--- config.mk ---
export PLATFORM = sky130hd
export DESIGN_NAME = fdivsqrt_r4_iter
export DESIGN_NICKNAME = d
export VERILOG_FILES = /design/src/rtl/fdivsqrt_r4_iter.sv
export SDC_FILE = /design/constraint.sdc
export NUM_CORES = 1
export LEC_CHECK = 0
export BUFFER_PORTS_ARGS = -buffer_cell sky130_fd_sc_hd__buf_2
export CAP_MARGIN = 20
export CELL_PAD_IN_SITES_DETAIL_PLACEMENT = 0
export CELL_PAD_IN_SITES_GLOBAL_PLACEMENT = 1
export CORE_MARGIN = 2
export CORE_UTILIZATION = 40
export CTS_CLUSTER_SIZE = 25
export DETAILED_ROUTE_END_ITERATION = 6
export PLACE_DENSITY = 0.7
export SLEW_MARGIN = 20
export SYNTH_ARGS = -nofsm -noshare
export SYNTH_HDL_FRONTEND = slang
export SYNTH_SLANG_ARGS = --single-unit
--- constraint.sdc ---
create_clock -name clk -period 5.9 [get_ports clk]
set_input_delay 0.885 -clock clk [delete_from_list [all_inputs] [get_ports clk]]
set_output_delay 0.885 -clock clk [all_outputs]
set_load 0.05 [all_outputs]
--- src/rtl/fdivsqrt_r4_iter.sv ---
// Radix-4 SRT mantissa divider iteration engine (carry-save residual, on-the-fly quotient).
// Latency: done is sampled high ITERS+1 edges after the start edge; early exit on a zero residual
//          when FDIVSQRT_R4_EARLYTERM_EN is defined. No backpressure: start is taken only while ready.
module fdivsqrt_r4_iter #(
  parameter int N     = 52,
  parameter int ITERS = (N + 5) / 2
) (
  input  logic                 clk,
  input  logic                 reset_n,
  input  logic                 start,
  input  logic                 abort,
  input  logic [N-1:0]         XFrac,
  input  logic [N-1:0]         DFrac,
  output logic                 ready,
  output logic                 done,
  output logic [2*ITERS-1:0]   Quot,
  output logic                 RemNeg,
  output logic                 Sticky
);

  // Residual: 4 integer bits, N+2 fraction bits, two's complement.
  localparam int WW = N + 6;
  localparam int QW = 2 * ITERS;
  localparam int CW = $clog2(ITERS);
  localparam logic [CW-1:0] LAST = CW'(ITERS - 1);

  typedef enum logic [1:0] {IDLE, BUSY, DONE} state_t;

  state_t          state, state_nxt;
  logic [WW-1:0]   ws, wc;
  logic [QW-1:0]   qr, qmr;
  logic [CW-1:0]   cnt;
  logic [N-1:0]    dfr;
  logic [QW-1:0]   quot_r;
  logic            remneg_r, sticky_r;

  logic            launch;
  logic            early_done;
  logic [WW-1:0]   ws4, wc4, dval, mag, term, cy, ws_nxt, wc_nxt, wsum;
  logic [7:0]      top;
  logic signed [6:0] est;
  logic signed [2:0] qdig;
  logic            pos;
  logic [1:0]      qm1;
  logic [QW-1:0]   q_src, qm_src, q_nxt, qm_nxt, q_fin, quot_c;
  logic            remneg_c, sticky_c;

  // Quotient digit selection from the divisor's top fraction bits and the residual estimate.
  function automatic logic signed [2:0] sel_digit(input logic [2:0] a, input logic signed [6:0] e);
    logic signed [6:0] t2, t1, t0, tm;
    case (a)
      3'd0:    begin t2 = 7'sd12; t1 = 7'sd4; t0 = -7'sd4; tm = -7'sd13; end
      3'd1:    begin t2 = 7'sd14; t1 = 7'sd4; t0 = -7'sd4; tm = -7'sd14; end
      3'd2:    begin t2 = 7'sd16; t1 = 7'sd4; t0 = -7'sd6; tm = -7'sd16; end
      3'd3:    begin t2 = 7'sd16; t1 = 7'sd4; t0 = -7'sd6; tm = -7'sd17; end
      3'd4:    begin t2 = 7'sd18; t1 = 7'sd6; t0 = -7'sd6; tm = -7'sd18; end
      3'd5:    begin t2 = 7'sd20; t1 = 7'sd6; t0 = -7'sd8; tm = -7'sd20; end
      3'd6:    begin t2 = 7'sd20; t1 = 7'sd8; t0 = -7'sd8; tm = -7'sd22; end
      default: begin t2 = 7'sd24; t1 = 7'sd8; t0 = -7'sd8; tm = -7'sd22; end
    endcase
    if (e >= t2)      return 3'sd2;
    else if (e >= t1) return 3'sd1;
    else if (e >= t0) return 3'sd0;
    else if (e >= tm) return -3'sd1;
    else              return -3'sd2;
  endfunction

  assign launch = (state == IDLE) && start && !abort;

  // One SRT step: estimate, digit select, CSA residual update, on-the-fly conversion, final sum.
  always_comb begin
    ws4  = ws << 2;
    wc4  = wc << 2;
    top  = ws4[WW-1 -: 8] + wc4[WW-1 -: 8];
    est  = 7'(top >> 1);
    qdig = sel_digit(dfr[N-1 -: 3], est);
    dval = {3'b000, 1'b1, dfr, 2'b00};
    // |q|==2 is 010/110, |q|==1 is 001/111.
    if (qdig[1] && !qdig[0]) mag = dval << 1;
    else if (qdig[0])        mag = dval;
    else                     mag = '0;
    // Positive digits subtract: one's complement here, +1 enters through wc[0].
    pos    = !qdig[2] && (qdig != 3'sd0);
    term   = pos ? ~mag : mag;
    ws_nxt = ws4 ^ wc4 ^ term;
    cy     = (ws4 & wc4) | (ws4 & term) | (wc4 & term);
    wc_nxt = (cy << 1) | WW'(pos);
    // Appended digits are q mod 4 and (q-1) mod 4 in every case.
    q_src  = qdig[2] ? qmr : qr;
    qm_src = pos ? qr : qmr;
    qm1    = qdig[1:0] - 2'd1;
    q_nxt  = (q_src << 2) | QW'(qdig[1:0]);
    qm_nxt = (qm_src << 2) | QW'(qm1);
    wsum     = ws + wc;
    remneg_c = wsum[WW-1];
    sticky_c = |wsum;
    quot_c   = remneg_c ? qmr : qr;
  end

`ifdef FDIVSQRT_R4_EARLYTERM_EN
  logic [WW-1:0] wnsum;
  logic [CW:0]   sh;
  // Exact quotient detected: stop early and left-align the digits produced so far.
  always_comb begin
    wnsum      = ws_nxt + wc_nxt;
    sh         = {LAST - cnt, 1'b0};
    early_done = (state == BUSY) && (wnsum == '0);
    q_fin      = early_done ? (q_nxt << sh) : q_nxt;
  end
`else
  assign early_done = 1'b0;
  assign q_fin      = q_nxt;
`endif

  // State register.
  always_ff @(posedge clk or negedge reset_n) begin
    if (!reset_n) state <= IDLE;
    else          state <= state_nxt;
  end

  // Next-state logic; abort overrides everything.
  always_comb begin
    state_nxt = state;
    case (state)
      IDLE:    if (start) state_nxt = BUSY;
      BUSY:    if ((cnt == LAST) || early_done) state_nxt = DONE;
      DONE:    state_nxt = IDLE;
      default: state_nxt = IDLE;
    endcase
    if (abort) state_nxt = IDLE;
  end

  // Iteration registers: load on launch, step every non-aborted BUSY cycle.
  always_ff @(posedge clk or negedge reset_n) begin
    if (!reset_n) begin
      ws  <= '0;
      wc  <= '0;
      qr  <= '0;
      qmr <= '0;
      cnt <= '0;
      dfr <= '0;
    end else if (launch) begin
      ws  <= {{(WW-N-1){1'b0}}, 1'b1, XFrac};
      wc  <= '0;
      qr  <= '0;
      qmr <= '0;
      cnt <= '0;
      dfr <= DFrac;
    end else if ((state == BUSY) && !abort) begin
      ws  <= ws_nxt;
      wc  <= wc_nxt;
      qr  <= q_fin;
      qmr <= qm_nxt;
      cnt <= cnt + CW'(1);
    end
  end

  // Result hold registers so outputs stay stable after the done pulse.
  always_ff @(posedge clk or negedge reset_n) begin
    if (!reset_n) begin
      quot_r   <= '0;
      remneg_r <= 1'b0;
      sticky_r <= 1'b0;
    end else if ((state == DONE) && !abort) begin
      quot_r   <= quot_c;
      remneg_r <= remneg_c;
      sticky_r <= sticky_c;
    end
  end

  // Outputs: live result during DONE, held result otherwise.
  always_comb begin
    ready  = (state == IDLE);
    done   = (state == DONE) && !abort;
    Quot   = (state == DONE) ? quot_c   : quot_r;
    RemNeg = (state == DONE) ? remneg_c : remneg_r;
    Sticky = (state == DONE) ? sticky_c : sticky_r;
  end

endmodule

==> impl_metrics.yaml, run 1 <==
synth:
  synthFlopType: "dfrtp_1"
  synth-edff-count: 0
  async_reset_ff_share_pct: 100.0
  avgSynthCellArea_um2: 8.717
  ys_ff_latch: 343
  synth_warnings: 0
  synth_area_leaders: "dfrtp_1 (39%), nand2_1 (9.6%), mux2i_1 (7.9%)"
  ys_top_cells_by_count: "nand2_1 (569), dfrtp_1 (343), o21ai_0 (273), a21oi_1 (207), mux2i_1 (174)"
  synthCells: 2541
  synth_cell_types: 68
  synth_most_common_cell: "nand2_1"
  yosysTopAreaCell: "dfrtp_1"
  synth_fp_nets: 2778
  yosysSeqAreaShare_pct: 38.75
  post-synth-top-area-fraction_pct: 38.75
  synth_area_mm2: 0.02215
detailed_routing:
  drt_pass1_iterations: 5
  via_per_inst: 5.563
  wl_per_cell_um: 20.60
  antenna_left: 0
  num_vias: 18660
  drtIter0Drc: 1185
  drc: 0
  routed_wl_mm: 69.12
critical_path:
  slowest_stage: "o311a_1"
  critical_path_buf_inv_count: 3
  path_cells: "ha_1, a21o_1, a2111oi_4, nor2_1, o311a_1, or4_4, a21oi_2, nor3_1, nor3_4, buf_12, buf_12, mux2i_1, o21ai_0, buf_2"
  startpoint_type: "register"
  r2r_start: "wc[50]"
  crit_start: "ws[8]"
  cp_common_cell: "buf_12"
  worstPathMaxFanout: 22
  arrival_ns: 4.76
  reg2reg_depth: 19
  cp_top_family: "compound AO/OA/AOI/OAI gates"
  cp-end-kind: "primary output"
  cp.depth: 14
  crit_required_ns: 5.02
  critPathKind: "register to primary output"
  slowest_delay_ns: 0.47
sta:
  drv_slew: 0
  fin_skew_ns: 0.01912
  timing.fmax_mhz: 177.2
  worst_pin_slew_ns: 0.9765
  fin_crit_ns: 5.645
  setup_violations: 0
  rsz0062_at_grt: "false"
  period_share_pct: 95.67
  relSlewSlack_pct: 34.21
  tns_ns: 0
  finalHoldViolCount: 0
die:
  coreArea_mm2: 0.05488
  die_y_um: 239.3
  num_rows: 86
  io_pins: 168
  die_x_um: 239.3
  initial_utilization_pct: 40.36
  dieArea_mm2: 0.05727
power_and_ir_drop:
  ir_drop_mv: 0.4966
  seqPwrFrac_pct: 20.9
  sw_frac_of_total_pct: 48.82
  intPower_uw: 8140
  p_total_uw: 15910
  pwr-share-comb_pct: 63.2
  p_leak_uw: 0.01127
  pwr_density_cell_mw_per_mm2: 629.8
  p_clk_share_pct: 15.9
  p_sw_uw: 7766
finish:
  fin_util_pct: 46.02
  num_antenna_cells: 0
  drive_gt1_share_pct: 14.64
  area_growth_pct: 14.03
  nets: 2856
  final_cell_area_mm2: 0.02526
  final_cells: 3355
outcome:
  status: "completed"
global_route:
  grt_usage_pct: 24.19
  grt_overflow: 0
  grt_pass1_wl_mm: 108.0
  antenna_found_initial: 2
  grt_pass1_vias: 18350
  grt_max_degree: 174
placed_design:
  place_area_mm2: 0.02368
  place_inst: 3280
  gp_congestion: 0.9222
  dp_hpwl_mm: 49.75
  io_buffers: 167
clock_network:
  cts_tree: "done"
  cts_buffers: 41
  cts_hold_buffers: 0
  h-tree-depth: 2
  clock_latency_ns: 0.57
  clk_pin_slew_ns: 0.06
  clock_path_buffers: 3
  clock-sinks: 343
  cts-root-buf: "clkbuf_16"
run:
  max-cap-violations: 0
min_path:
  hold_path_class: "input pin to async pin"
[layout by cell type, fill, tap and decap left out, types with 15 or more instances in the layout]
master     instances
mux2i_1          171
buf_4             39
xnor2_1           20
a22oi_1           52
o21a_1            15
nand3_1           18
mux2_2            57
nor2_1           133
clkbuf_16         42
nor3_1            30
fa_1              54
inv_1             30
ha_1              70
xor2_1            63
dfrtp_1          343
nand4_1           29
buf_2            166
nand2_1          568
o21ai_0          270
a21oi_1          198
a21o_1            30
[cells by family (layout without fill, tap and decap cells)]
group | count (synthesis) | in the layout | share of synthesized area, %
fa+ha+maj | 129 | 129 | 9.117
xor+xnor | 83 | 83 | 3.282
buf+inv | 208 | 318 | 3.677
flops | 343 | 343 | 38.75
mux | 231 | 231 | 10.76
compound gates | 681 | 681 | 17.84
simple gates | 866 | 866 | 16.57
[per-stage QoR]
stage / hold slack [ns] / worst slack (ns)
after CTS: 0.3444 / 0.03657
after global routing: 0.3740 / 0.00004619
after global placement: 0.4658 / 0.2193
final: 0.3237 / 0.2554
after floorplan: 0.4492 / 0.6051
after detailed placement: 0.4708 / 0.3394
[metal layers]
metal / global-route usage (%) / up-vias / wire, um
met4: 5.890 / 0 / 1429
met5: 0 / - / 0
li1: - / 9047 / -
met1: 34.81 / 9128 / 32840
met2: 38.36 / 399 / 31800
met3: 3.423 / 90 / 3062
[sequential cells by signal, summed over array words and instances, names as in the netlist]
register	count
ws	58
qmr	56
qr	56
quot_r	56
wc	56
dfr	52
cnt	5
state	2
remneg_r	1
sticky_r	1
[power by group through the flow]
| stage | registers, uW | logic (uW) | clock network [uW] |
|---|---|---|---|
| 2_1_floorplan | 3180 | 6880 | 0 |
| 3_3_place_gp | 3340 | 9820 | 0 |
| 3_5_place_dp | 3360 | 9920 | 0 |
| 4_1_cts | 3320 | 10000 | 2600 |
| 5_1_grt | 3400 | 11200 | 2690 |
| 6_report | 3320 | 10100 | 2530 |
[worst paths after layout]
path | slack (ns) | to
setup / recovery | 0.26 | Quot[22]
hold / removal | 0.32 | ws[50]
setup reg to reg | 0.64 | ws[6]
hold reg to reg | 0.48 | qr[54]
max in group asynchronous | 4.24 | quot_r[4]
min in group clk | 0.48 | qr[54]
[area by class of cell]
| type | count | area (um^2) |
|---|---|---|
| Tap cell | 704 | 880.8 |
| Sequential cell | 343 | 8583 |
| Fill cell | 5415 | 29620 |
| Timing Repair Buffer | 213 | 1279 |
| Clock inverter | 10 | 80.08 |
| Inverter | 30 | 112.6 |
| Clock buffer | 65 | 1257 |
| Multi-Input combinational cell | 1990 | 13060 |
[what timing repair did]
item,4_1_cts,5_1_grt
setup endpoints to repair,3,52
setup buffers,0,0
resized for setup,14,33
pin swaps,0,2
cloned,0,0
Note: power is estimated with default switching activity, not from simulation.
==> run 2, diff against run 1 <==
--- a/config.mk
+++ b/config.mk
@@ -10,10 +10,11 @@
 export CELL_PAD_IN_SITES_DETAIL_PLACEMENT = 0
 export CELL_PAD_IN_SITES_GLOBAL_PLACEMENT = 1
 export CORE_MARGIN = 2
-export CORE_UTILIZATION = 40
+export CORE_UTILIZATION = 45
 export CTS_CLUSTER_SIZE = 25
 export DETAILED_ROUTE_END_ITERATION = 6
-export PLACE_DENSITY = 0.7
+export MAX_ROUTING_LAYER = met4
+export PLACE_DENSITY = 0.77
 export SLEW_MARGIN = 20
 export SYNTH_ARGS = -nofsm -noshare
 export SYNTH_HDL_FRONTEND = slang
==> impl_metrics.yaml, run 2 (synthesis gave the netlist of run 1 again) <==
outcome:
  status: "completed"
placed_design:
  io_buffers: 167
  place_area_mm2: 0.02371
  pre_cts_slack_ns: 0.02225
  gp_congestion: 0.9678
  dp_hpwl_mm: 50.70
critical_path:
  reg2reg_depth: 18
  r2r_start: "ws[50]"
  slowest_delay_ns: 0.62
  critPathKind: "register to primary output"
  path_cells: "ha_4, a21oi_4, o22ai_1, or4_1, a2111oi_4, o2111ai_1, nor4b_2, nand4_1, or4_1, nor4_4, buf_4, a31oi_1, buf_4"
  cp-end-kind: "primary output"
  slowest_stage: "or4_1"
  crit_start: "ws[25]"
  worstPathMaxFanout: 12
  r2r_slack_ns: 0.58
  endpoint: "Sticky"
  arrival_ns: 4.86
  startpoint_type: "register"
  crit_required_ns: 5.02
  reg2reg_to: "ws[51]"
clock_network:
  h-tree-depth: 2
  cts_buffers: 41
  clock_latency_ns: 0.57
  cts-root-buf: "clkbuf_16"
  cts_tree: "done"
  cts_hold_buffers: 0
  clk_pin_slew_ns: 0.06
  clock_path_buffers: 3
  clock-sinks: 343
detailed_routing:
  via_per_inst: 5.675
  wl_per_cell_um: 20.76
  routed_wl_mm: 69.04
  drt_pass1_iterations: 5
  antenna_left: 0
  num_vias: 18880
  drtIter0Drc: 1470
  drc: 0
finish:
  multiInputGateArea_mm2: 0.01308
  nets: 2865
  seqCellArea_mm2: 0.008583
  area_growth_pct: 14.75
  final_cell_area_mm2: 0.02542
  fill_cells: 4547
  regMostFlops: "ws"
  drive_gt1_share_pct: 15.30
  final_cell_mix: "nand2_1 (568), dfrtp_1 (343), o21ai_0 (271)"
  largest_register_ff_count: 58
  layout_commonest_cell: "nand2_1"
  fin_util_pct: 52.14
die:
  io_pins: 168
  die_x_um: 225.9
  num_rows: 81
  initial_utilization_pct: 45.44
  dieArea_mm2: 0.05101
  die_y_um: 225.9
  coreArea_mm2: 0.04875
power_and_ir_drop:
  intPower_uw: 8304
  pwr-share-comb_pct: 63.1
  pwr_density_cell_mw_per_mm2: 634.3
  p_clk_share_pct: 16.3
  ir_drop_mv: 0.3927
  p_sw_uw: 7819
  seqPwrFrac_pct: 20.6
  sw_frac_of_total_pct: 48.50
  p_leak_uw: 0.01135
  p_total_uw: 16120
global_route:
  grt_pass1_vias: 18490
  grt_pass1_wl_mm: 108.6
  grt_overflow: 0
  grt_usage_pct: 28.01
  grt_max_degree: 130
  antenna_found_initial: 3
sta:
  setup_violations: 0
  timing.fmax_mhz: 173.9
  finalHoldViolCount: 0
  fin_skew_ns: 0.01271
  rsz0062_at_grt: "true"
  drv_slew: 0
  relSlewSlack_pct: 28.83
  fin_ws_ns: 0.1502
  worst_pin_slew_ns: 1.068
  period_share_pct: 97.45
  fin_crit_ns: 5.750
run:
  max-cap-violations: 0
min_path:
  hold_path_class: "input pin to async pin"
## run 2: changes by cell type in the layout (fill, tap and decap cells not counted), moves of 3 or more
cell,delta
ha_1,-6
clkbuf_8,+4
a211oi_2,-3
a21oi_1,-3
o221ai_2,-3
a211oi_1,+3
clkbuf_1,-7
buf_4,+7
ha_2,+5
## run 2: per-layer routing
layer | vias up | GRT usage (%) | wire (um)
li1 | 9079 | - | -
met1 | 9256 | 39.68 | 32810
met2 | 459 | 42.68 | 31600
met3 | 82 | 3.227 | 3002
met4 | 0 | 7.370 | 1624
met5 | - | - | 0
## run 2: how the worst min path moves through the flow
stage             from       to  slack [ns]  cells past startpoint
2_1_floorplan   qr[54]   qr[54]        0.45                      2
3_3_place_gp    qr[54]   qr[54]        0.47                      2
3_5_place_dp    qr[55]   qr[55]        0.48                      2
4_1_cts        reset_n  dfr[50]        0.37                      1
5_1_grt        reset_n  dfr[50]        0.38                      1
6_report       reset_n  dfr[50]        0.30                      1
## run 2: per-stage QoR
step	cells	hold WS (ns)	setup TNS [ns]
detailed placement	3248	0.4767	0
floorplan	2541	0.4492	0
global route	3326	0.3835	-0.001824
finish	3326	0.3029	0
global placement	3248	0.4660	-0.09115
CTS	3323	0.3668	0
## run 2: timing repair
action                                  CTS  global route
gates resized for setup                  21            34
endpoints found under the setup margin    2            39
setup buffers                             0             0
## run 2: critical path, delay by kind of cell, from the launching register on
kind                       cells  cell delay [ns]
DFF                            1             0.44
and+or+nand+nor                5             1.99
buffers and inverters          2             0.40
adders and majority gates      1             0.34
AOI/OAI and AO/OA              5             1.10
## run 2: final cells by class
type                       count  area share [%]
antenna                        2         0.01969
clock buffer                  61           4.962
clock inverter                14          0.6005
inverter                      30          0.4430
multi-input combinational   1990           51.44
sequential                   343           33.77
tap                          664           3.269
timing repair buffer         222           5.493
## run 2: power groups by stage
| stage | Clock (uW) | Sequential, uW | Combinational (uW) |
|---|---|---|---|
| CTS | 2690 | 3310 | 10100 |
| global route | 2790 | 3390 | 11300 |
| global placement | 0 | 3320 | 9920 |
| floorplan | 0 | 3180 | 6880 |
| detailed placement | 0 | 3350 | 9980 |
| finish | 2630 | 3320 | 10200 |
